`src/rtl/axi_slave_wr_ctrl.sv`:
```
// AXI slave write engine: accepts one AW burst, drains W beats into SRAM
// byte-strobed writes, then returns a B response carrying the extended ID.
`ifndef AXI_IDS_BITS
`define AXI_IDS_BITS  8
`endif
`ifndef AXI_ADDR_BITS
`define AXI_ADDR_BITS 32
`endif
`ifndef AXI_LEN_BITS
`define AXI_LEN_BITS  4
`endif
`ifndef AXI_SIZE_BITS
`define AXI_SIZE_BITS 3
`endif
`ifndef AXI_DATA_BITS
`define AXI_DATA_BITS 32
`endif
`ifndef AXI_STRB_BITS
`define AXI_STRB_BITS 4
`endif
`ifndef AXI_RESP_BITS
`define AXI_RESP_BITS 2
`endif

module axi_slave_wr_ctrl #(
    parameter int MEM_ADDR_BITS = 14
) (
    input  logic                      clk,
    input  logic                      rst,
    input  logic [`AXI_IDS_BITS-1:0]  awid_i,
    input  logic [`AXI_ADDR_BITS-1:0] awaddr_i,
    input  logic [`AXI_LEN_BITS-1:0]  awlen_i,
    input  logic [`AXI_SIZE_BITS-1:0] awsize_i,
    input  logic [1:0]                awburst_i,
    input  logic                      awvalid_i,
    output logic                      awready_o,
    input  logic [`AXI_DATA_BITS-1:0] wdata_i,
    input  logic [`AXI_STRB_BITS-1:0] wstrb_i,
    input  logic                      wlast_i,
    input  logic                      wvalid_i,
    output logic                      wready_o,
    output logic [`AXI_IDS_BITS-1:0]  bid_o,
    output logic [`AXI_RESP_BITS-1:0] bresp_o,
    output logic                      bvalid_o,
    input  logic                      bready_i,
    output logic                      mem_en_o,
    output logic [`AXI_STRB_BITS-1:0] mem_we_o,
    output logic [MEM_ADDR_BITS-1:0]  mem_addr_o,
    output logic [`AXI_DATA_BITS-1:0] mem_wdata_o,
    output logic [1:0]                dbg_state_o
);

    // A transfer on any channel happens in a cycle where valid and ready are
    // both high at the rising edge; valid holds its payload until then.

    typedef enum logic [1:0] {
        S_IDLE  = 2'd0,
        S_WDATA = 2'd1,
        S_RESP  = 2'd2
    } state_t;

    state_t                     r_state;
    state_t                     w_next_state;
    logic [`AXI_IDS_BITS-1:0]   r_id;
    logic [MEM_ADDR_BITS-1:0]   r_addr;
    logic [`AXI_LEN_BITS-1:0]   r_len;
    logic [`AXI_LEN_BITS-1:0]   r_cnt;
    logic                       r_incr;
    logic                       r_err;

    logic w_aw_hs;
    logic w_w_hs;
    logic w_cnt_last;
    logic w_beat_end;
    logic w_aw_bad;
    logic w_unused_ok;

    assign w_aw_hs    = (r_state == S_IDLE) && awvalid_i;
    assign w_w_hs     = (r_state == S_WDATA) && wvalid_i;
    assign w_cnt_last = (r_cnt == r_len);
    assign w_beat_end = w_w_hs && (wlast_i || w_cnt_last);
    assign w_aw_bad   = (awsize_i != 3'b010) || (awburst_i[1] == 1'b1);

    assign w_unused_ok = ^{awaddr_i[`AXI_ADDR_BITS-1:MEM_ADDR_BITS+2], awaddr_i[1:0]};

    always_ff @(posedge clk or posedge rst) begin
        if (rst) begin
            r_state <= S_IDLE;
        end else begin
            r_state <= w_next_state;
        end
    end

    always_comb begin
        w_next_state = r_state;
        awready_o    = 1'b0;
        wready_o     = 1'b0;
        bvalid_o     = 1'b0;
        mem_en_o     = 1'b0;
        mem_we_o     = '0;
        case (r_state)
            S_IDLE: begin
                awready_o = 1'b1;
                if (awvalid_i) begin
                    w_next_state = S_WDATA;
                end
            end
            S_WDATA: begin
                wready_o = 1'b1;
                if (wvalid_i) begin
                    mem_en_o = 1'b1;
                    // Errored bursts are still drained, just not written.
                    mem_we_o = r_err ? '0 : wstrb_i;
                    if (wlast_i || w_cnt_last) begin
                        w_next_state = S_RESP;
                    end
                end
            end
            S_RESP: begin
                bvalid_o = 1'b1;
                if (bready_i) begin
                    w_next_state = S_IDLE;
                end
            end
            default: begin
                w_next_state = S_IDLE;
            end
        endcase
    end

    always_ff @(posedge clk or posedge rst) begin
        if (rst) begin
            r_id   <= '0;
            r_addr <= '0;
            r_len  <= '0;
            r_cnt  <= '0;
            r_incr <= 1'b0;
            r_err  <= 1'b0;
        end else if (w_aw_hs) begin
            r_id   <= awid_i;
            r_addr <= awaddr_i[MEM_ADDR_BITS+1:2];
            r_len  <= awlen_i;
            r_cnt  <= '0;
            r_incr <= (awburst_i == 2'b01);
            r_err  <= w_aw_bad;
        end else if (w_w_hs) begin
            // Word address wraps naturally at the SRAM boundary.
            if (r_incr) begin
                r_addr <= r_addr + 1'b1;
            end
            r_cnt <= r_cnt + 1'b1;
            if (w_beat_end && (wlast_i != w_cnt_last)) begin
                r_err <= 1'b1;
            end
        end
    end

    assign bid_o       = r_id;
    assign bresp_o     = (r_state == S_RESP && r_err) ? 2'b10 : 2'b00;
    assign mem_addr_o  = r_addr;
    assign mem_wdata_o = wdata_i;
    assign dbg_state_o = r_state;

endmodule

```
`config.mk`:
```
export PLATFORM = sky130hd
export DESIGN_NAME = axi_slave_wr_ctrl
export DESIGN_NICKNAME = d
export VERILOG_FILES = /design/src/rtl/axi_slave_wr_ctrl.sv
export SDC_FILE = /design/constraint.sdc
export NUM_CORES = 1
export LEC_CHECK = 0
export CAP_MARGIN = 0
export CORE_ASPECT_RATIO = 1.2
export CORE_MARGIN = 8
export CORE_UTILIZATION = 36
export CTS_CLUSTER_DIAMETER = 200
export DETAILED_ROUTE_END_ITERATION = 10
export GPL_TIMING_DRIVEN = 0
export MAX_ROUTING_LAYER = met4
export PLACE_DENSITY_LB_ADDON = 0.3
export SLEW_MARGIN = 20
export SYNTH_ARGS = -nofsm -noshare
export SYNTH_HDL_FRONTEND = slang
export SYNTH_SLANG_ARGS = --single-unit
```
`constraint.sdc`:
```
create_clock -name clk -period 5.3 [get_ports clk]
set_clock_uncertainty 0.15 [all_clocks]
set_input_delay 0.53 -clock clk [delete_from_list [all_inputs] [get_ports clk]]
set_output_delay 0.53 -clock clk [all_outputs]
set_load 0.1 [all_outputs]
```
# [Word-level counts from Yosys, hierarchy flattened]
# Cells that the tools add are included.
[word_totals] reg_bits=34 input_bits=91 latchBits=0 elab_cells=55 romBits=0 ram_bits=0 mem_count=0
[classes] bitwise=0 shifts=0 n_eq_ne=10 mux=22 n_div=0 mul=0 n_reduce_logical=14 order_cmp=0 addsub=2
[ops] cell="$mux W14" n=3
[ops] cell="$mux W4" n=5
[ops] cell="$add A14 B1 Y14 const B" n=1
[ops] cell="$mux W2" n=5
[ops] cell="$mux W1" n=8
[ops] cell="$ne A2 B2 Y1 const B" n=3
[ops] cell="$pmux W2 S3" n=1
[ops] cell="$reduce_bool A2 Y1" n=3
[ops] cell="$logic_and A1 B1 Y1" n=5
[ops] cell="$add A4 B1 Y4 const B" n=1
[ops] cell="$eq A2 B1 Y1 const B" n=2
[ops] cell="$eq A4 B4 Y1" n=1
[ops] cell="$reduce_and A2 Y1" n=2
[ops] cell="$reduce_and A4 Y1" n=1
[ops] cell="$ne A3 B2 Y1 const B" n=1
[ops] cell="$eq A2 B2 Y1 const B" n=1
[ops] cell="$logic_not A2 Y1" n=1
[ops] cell="$logic_or A1 B1 Y1" n=2
[ops] cell="$ne A2 B1 Y1 const B" n=1
[ops] cell="$ne A1 B1 Y1" n=1

# [Longest topological paths before layout]
[depth] word_depth=7 depth_mapped=6 mapped_depth_nobuf=6

# [Worst setup path after synthesis]
# Ideal clock, no wire load.
[synth_timing] path_type="reg2reg" start="reg r_state[0], in the netlist dbg_state_o[0]" end="reg r_err" arrival_time_ns=3.179 n_path_buf=2 path_slack_ns=1.834 stages_incl_launch_ff=6 path_cell_list="dfrtp_1 > nor2_1 > and2_1 > clkbuf_1 > clkbuf_1 > a21oi_1"
[synth_between] elab_chain_len=6 word_cells_on_any_way=10 classes_between="1 x eq/ne; 1 x mux; 8 x reduce/logical"
[synth_rtl] item="from (decl)" line_no="62" rtl="state_t r_state;"
[synth_rtl] item="from (signal assigned)" line_no="90" rtl="r_state <= w_next_state;"
[synth_rtl] item="$eq A2 B1 Y1" line_no="79" rtl="assign w_w_hs = (r_state == S_WDATA) && wvalid_i;"
[synth_rtl] item="$logic_and A1 B1 Y1" line_no="79"
[synth_rtl] item="$logic_and A1 B1 Y1" line_no="81" rtl="assign w_beat_end = w_w_hs && (wlast_i || w_cnt_last);"
[synth_rtl] item="$logic_and A1 B1 Y1" line_no="152" rtl="if (w_beat_end && (wlast_i != w_cnt_last)) begin"
[synth_rtl] item="$reduce_bool A2 Y1 (no source line)"
[synth_rtl] item="$reduce_and A2 Y1 (no source line)"
[synth_rtl] item="to (signal assigned)" line_no="145" rtl="r_err <= w_aw_bad;"
[synth_rtl] item="to (decl)" line_no="69" rtl="logic r_err;"
# Several ways; a longest one is shown, not always the timed one.
# A chain may end at the register's enable or synchronous reset.

# [Final worst setup path]
[layout_timing] start="in wvalid_i" end="out mem_we_o[3]"
[layout_between] elab_chain_len=2
[layout_rtl] item="from (decl)" line_no="40" rtl="input logic wvalid_i,"
[layout_rtl] item="$mux W4" line_no="110" rtl="if (wvalid_i) begin"
[layout_rtl] item="$mux W4" line_no="101" rtl="case (r_state)"
[layout_rtl] item="to (decl)" line_no="47" rtl="output logic [`AXI_STRB_BITS-1:0] mem_we_o,"
# No other way between the ends.

==> reports/metrics.yaml <==
synth_edf_count: 0
yosysSeqAreaShare_pct: 43.3
cp_max_fo: 5
post-cts-setup-buffers: 0
firstDrtPassIters: 4
ys_async_sr_fraction_pct: 100
synth_xor_area_share_pct: 7.57
synth_top_family_by_area: "simple AND/OR/NAND/NOR gates"
cp-start-kind: "primary input"
viasPerCell: 4.74
die_x_um: 83.5
cts_resized: 0
wire_per_inst_um: 15.2
ys_warn_count: 0
timing.slew.headroom_pct: 32.7
reg2regPathDepth: 4
rsz0062_at_grt: "false"
postSynthCellCount: 229
fmax_mhz: 284
cp_common_cell: "clkdlybuf4s50_1"
syn_avg_cell_area_um2: 8.58
insertion_delay_ns: 0.29
core.rowCount: 29
hold_viol: 0
r2r-start: "dbg_state_o[1]"
area_delta_synth_final_pct: 63.0
synth_adder_area_share_pct: 1.91
initial_core_util_pct: 37.1
clkTransAtPathRegs_ns: 0.07
synth_cell_types: 32
routed-via-count: 1913
synthesis.nets: 323
core_um2: 5300
mostFrequentLayoutCells: "105 x clkdlybuf4s50_1, 59 x nand2_1, 34 x dfrtp_1"
io_pins: 157
slowest_stage: "clkdlybuf4s50_1"
fin_area_um2: 3200
htreeDepth: 2
dieArea_um2: 8090
setup.worst_path.start: "wvalid_i"
fin_util_pct: 60.5
netlist_area_um2: 1970
final_max_slew_viol_count: 0
drt_iter0_markers: 43
cpPeakStageDelay_ns: 1.14
clock_sinks: 34
p_leak_nw: 1.42
hpwl_um: 4970
port_buffers: 105
ant_nets: 0
synthSimpleGateAreaFrac_pct: 25.3
power.total_mw: 2.20
cts_made_buffers: 5
hold_buffers: 0
cp_num_cells: 5
critPathRequiredTime_ns: 4.62
drive_above_1_share_pct: 12.6
track_usage_pct: 15.7
grt_pass1_vias: 2186
grt_overflow: 0
grt_max_degree: 35
outcome: "finished, final reports clean"
crit_end: "mem_we_o[3]"
die_h_um: 96.9
cts_tree: "yes"
dpl-instance-area_um2: 3090
cellPowerDensity_nw_per_um2: 686
fin_crit_sh_pct: 66.5
min_period_ns: 3.52
tightest_slew_ns: 1.01
gp_congestion: 0.815
cpLargestDelayFamily: "buffers and inverters"
crit_buf_inv: 2
drc: 0
clk_path_buf_depth: 2
antenna_cells: 0
antenna_found_initial: 0
worstSetupPathType: "primary input to output pin"
peakVddDrop_mv: 0.321
crit_arrival_ns: 2.84
grt_pass1_wl_um: 10300
synthFlopType: "dfrtp_1"
synth-seq-cells: 34
wl_um: 6150
clock-root-buffer: "clkbuf_8"
setup_viol_count_final: 0
layout.nets: 435
path_cells: "clkdlybuf4s50_1 > nand3b_1 > nor2_1 > and2_1 > clkdlybuf4s50_1"
layout.cells.most_common: "clkdlybuf4s50_1"
worst_r2r_endpoint: "mem_addr_o[13]"
max_cap_viol_count: 0
synth_compound_area_share_pct: 6.24
tns_ns: 0
hold_path_class: "flip-flop to flip-flop"
critPathCaptureType: "output pin"
reg2reg_slack_ns: 3.24
synth.area.mux_share_pct: 0
## stage by stage
| step | std cells | hold WS (ns) | worst slack (ns) |
|---|---|---|---|
| after floorplan | 229 | 0.317 | 1.83 |
| after detailed placement | 396 | 0.317 | 1.76 |
| after CTS | 404 | 0.336 | 1.75 |
| after global placement | 396 | 0.307 | 1.81 |
| final | 404 | 0.329 | 1.78 |
| after global routing | 404 | 0.359 | 1.60 |
## cells by family after synthesis
group / Yosys count
AOI/OAI and AO/OA: 21
xor gates and xnor gates: 17
adders and majority gates: 3
buffers and inverters: 48
DFF: 34
other: 1
and+or+nand+nor: 105
## layout make-up
class	instances	area, um2
Buffer	40	274
Clock buffer	5	68.8
Clock inverter	3	40.0
Fill cell	494	2090
Inverter	8	30.0
Multi-Input combinational cell	147	811
Sequential cell	34	851
Tap cell	62	77.6
Timing Repair Buffer	105	1050
## registers in the layout, summed over array words and instances (netlist names)
name and cells:
bid_o 8, dbg_state_o 2, mem_addr_o 14, r_cnt 4, r_err 1, r_incr 1
r_len 4
## worst register-to-register path, delay by kind of cell (launching register included)
family / cells / cell delay, ns
AO/OA/AOI/OAI: 1 / 0.17
flip-flops: 1 / 0.46
AND/OR/NAND/NOR: 3 / 1.22
## worst min path at each step
| stage | from | to | slack (ns) | cells after the start |
|---|---|---|---|---|
| floorplan | r_len[0] | r_len[0] | 0.32 | 2 |
| global placement | bid_o[4] | bid_o[4] | 0.31 | 2 |
| detailed placement | bid_o[3] | bid_o[3] | 0.32 | 2 |
| CTS | bid_o[3] | bid_o[3] | 0.34 | 2 |
| global route | bid_o[2] | bid_o[2] | 0.36 | 2 |
| finish | bid_o[2] | bid_o[2] | 0.33 | 2 |
## power breakdown
group | leakage (nW) | internal, mW | switching, mW
logic | 0.947 | 0.354 | 1.11
registers | 0.417 | 0.375 | 0.122
clock network | 0.0579 | 0.138 | 0.0969
## Yosys cell counts, types with 4 or more instances
master,instances,area (um2)
inv_1,8,30.0
o21ai_0,12,60.1
nand2_1,59,221
or3_1,4,25.0
nand3_1,4,20.0
dfrtp_1,34,851
xor2_1,7,61.3
nand4_1,7,43.8
and2_1,6,37.5
nor2_1,11,41.3
xnor2_1,10,87.6
clkbuf_1,7,26.3
buf_4,33,248
## per-layer routing
layer,vias up,GRT usage [%],part of all wire (%)
li1,943,-,-
met1,873,17.5,43
met2,90,26.1,49
met3,7,4.19,6.0
met4,0,6.13,1.6
met5,-,-,0
Note: power is estimated with default switching activity, not from simulation.
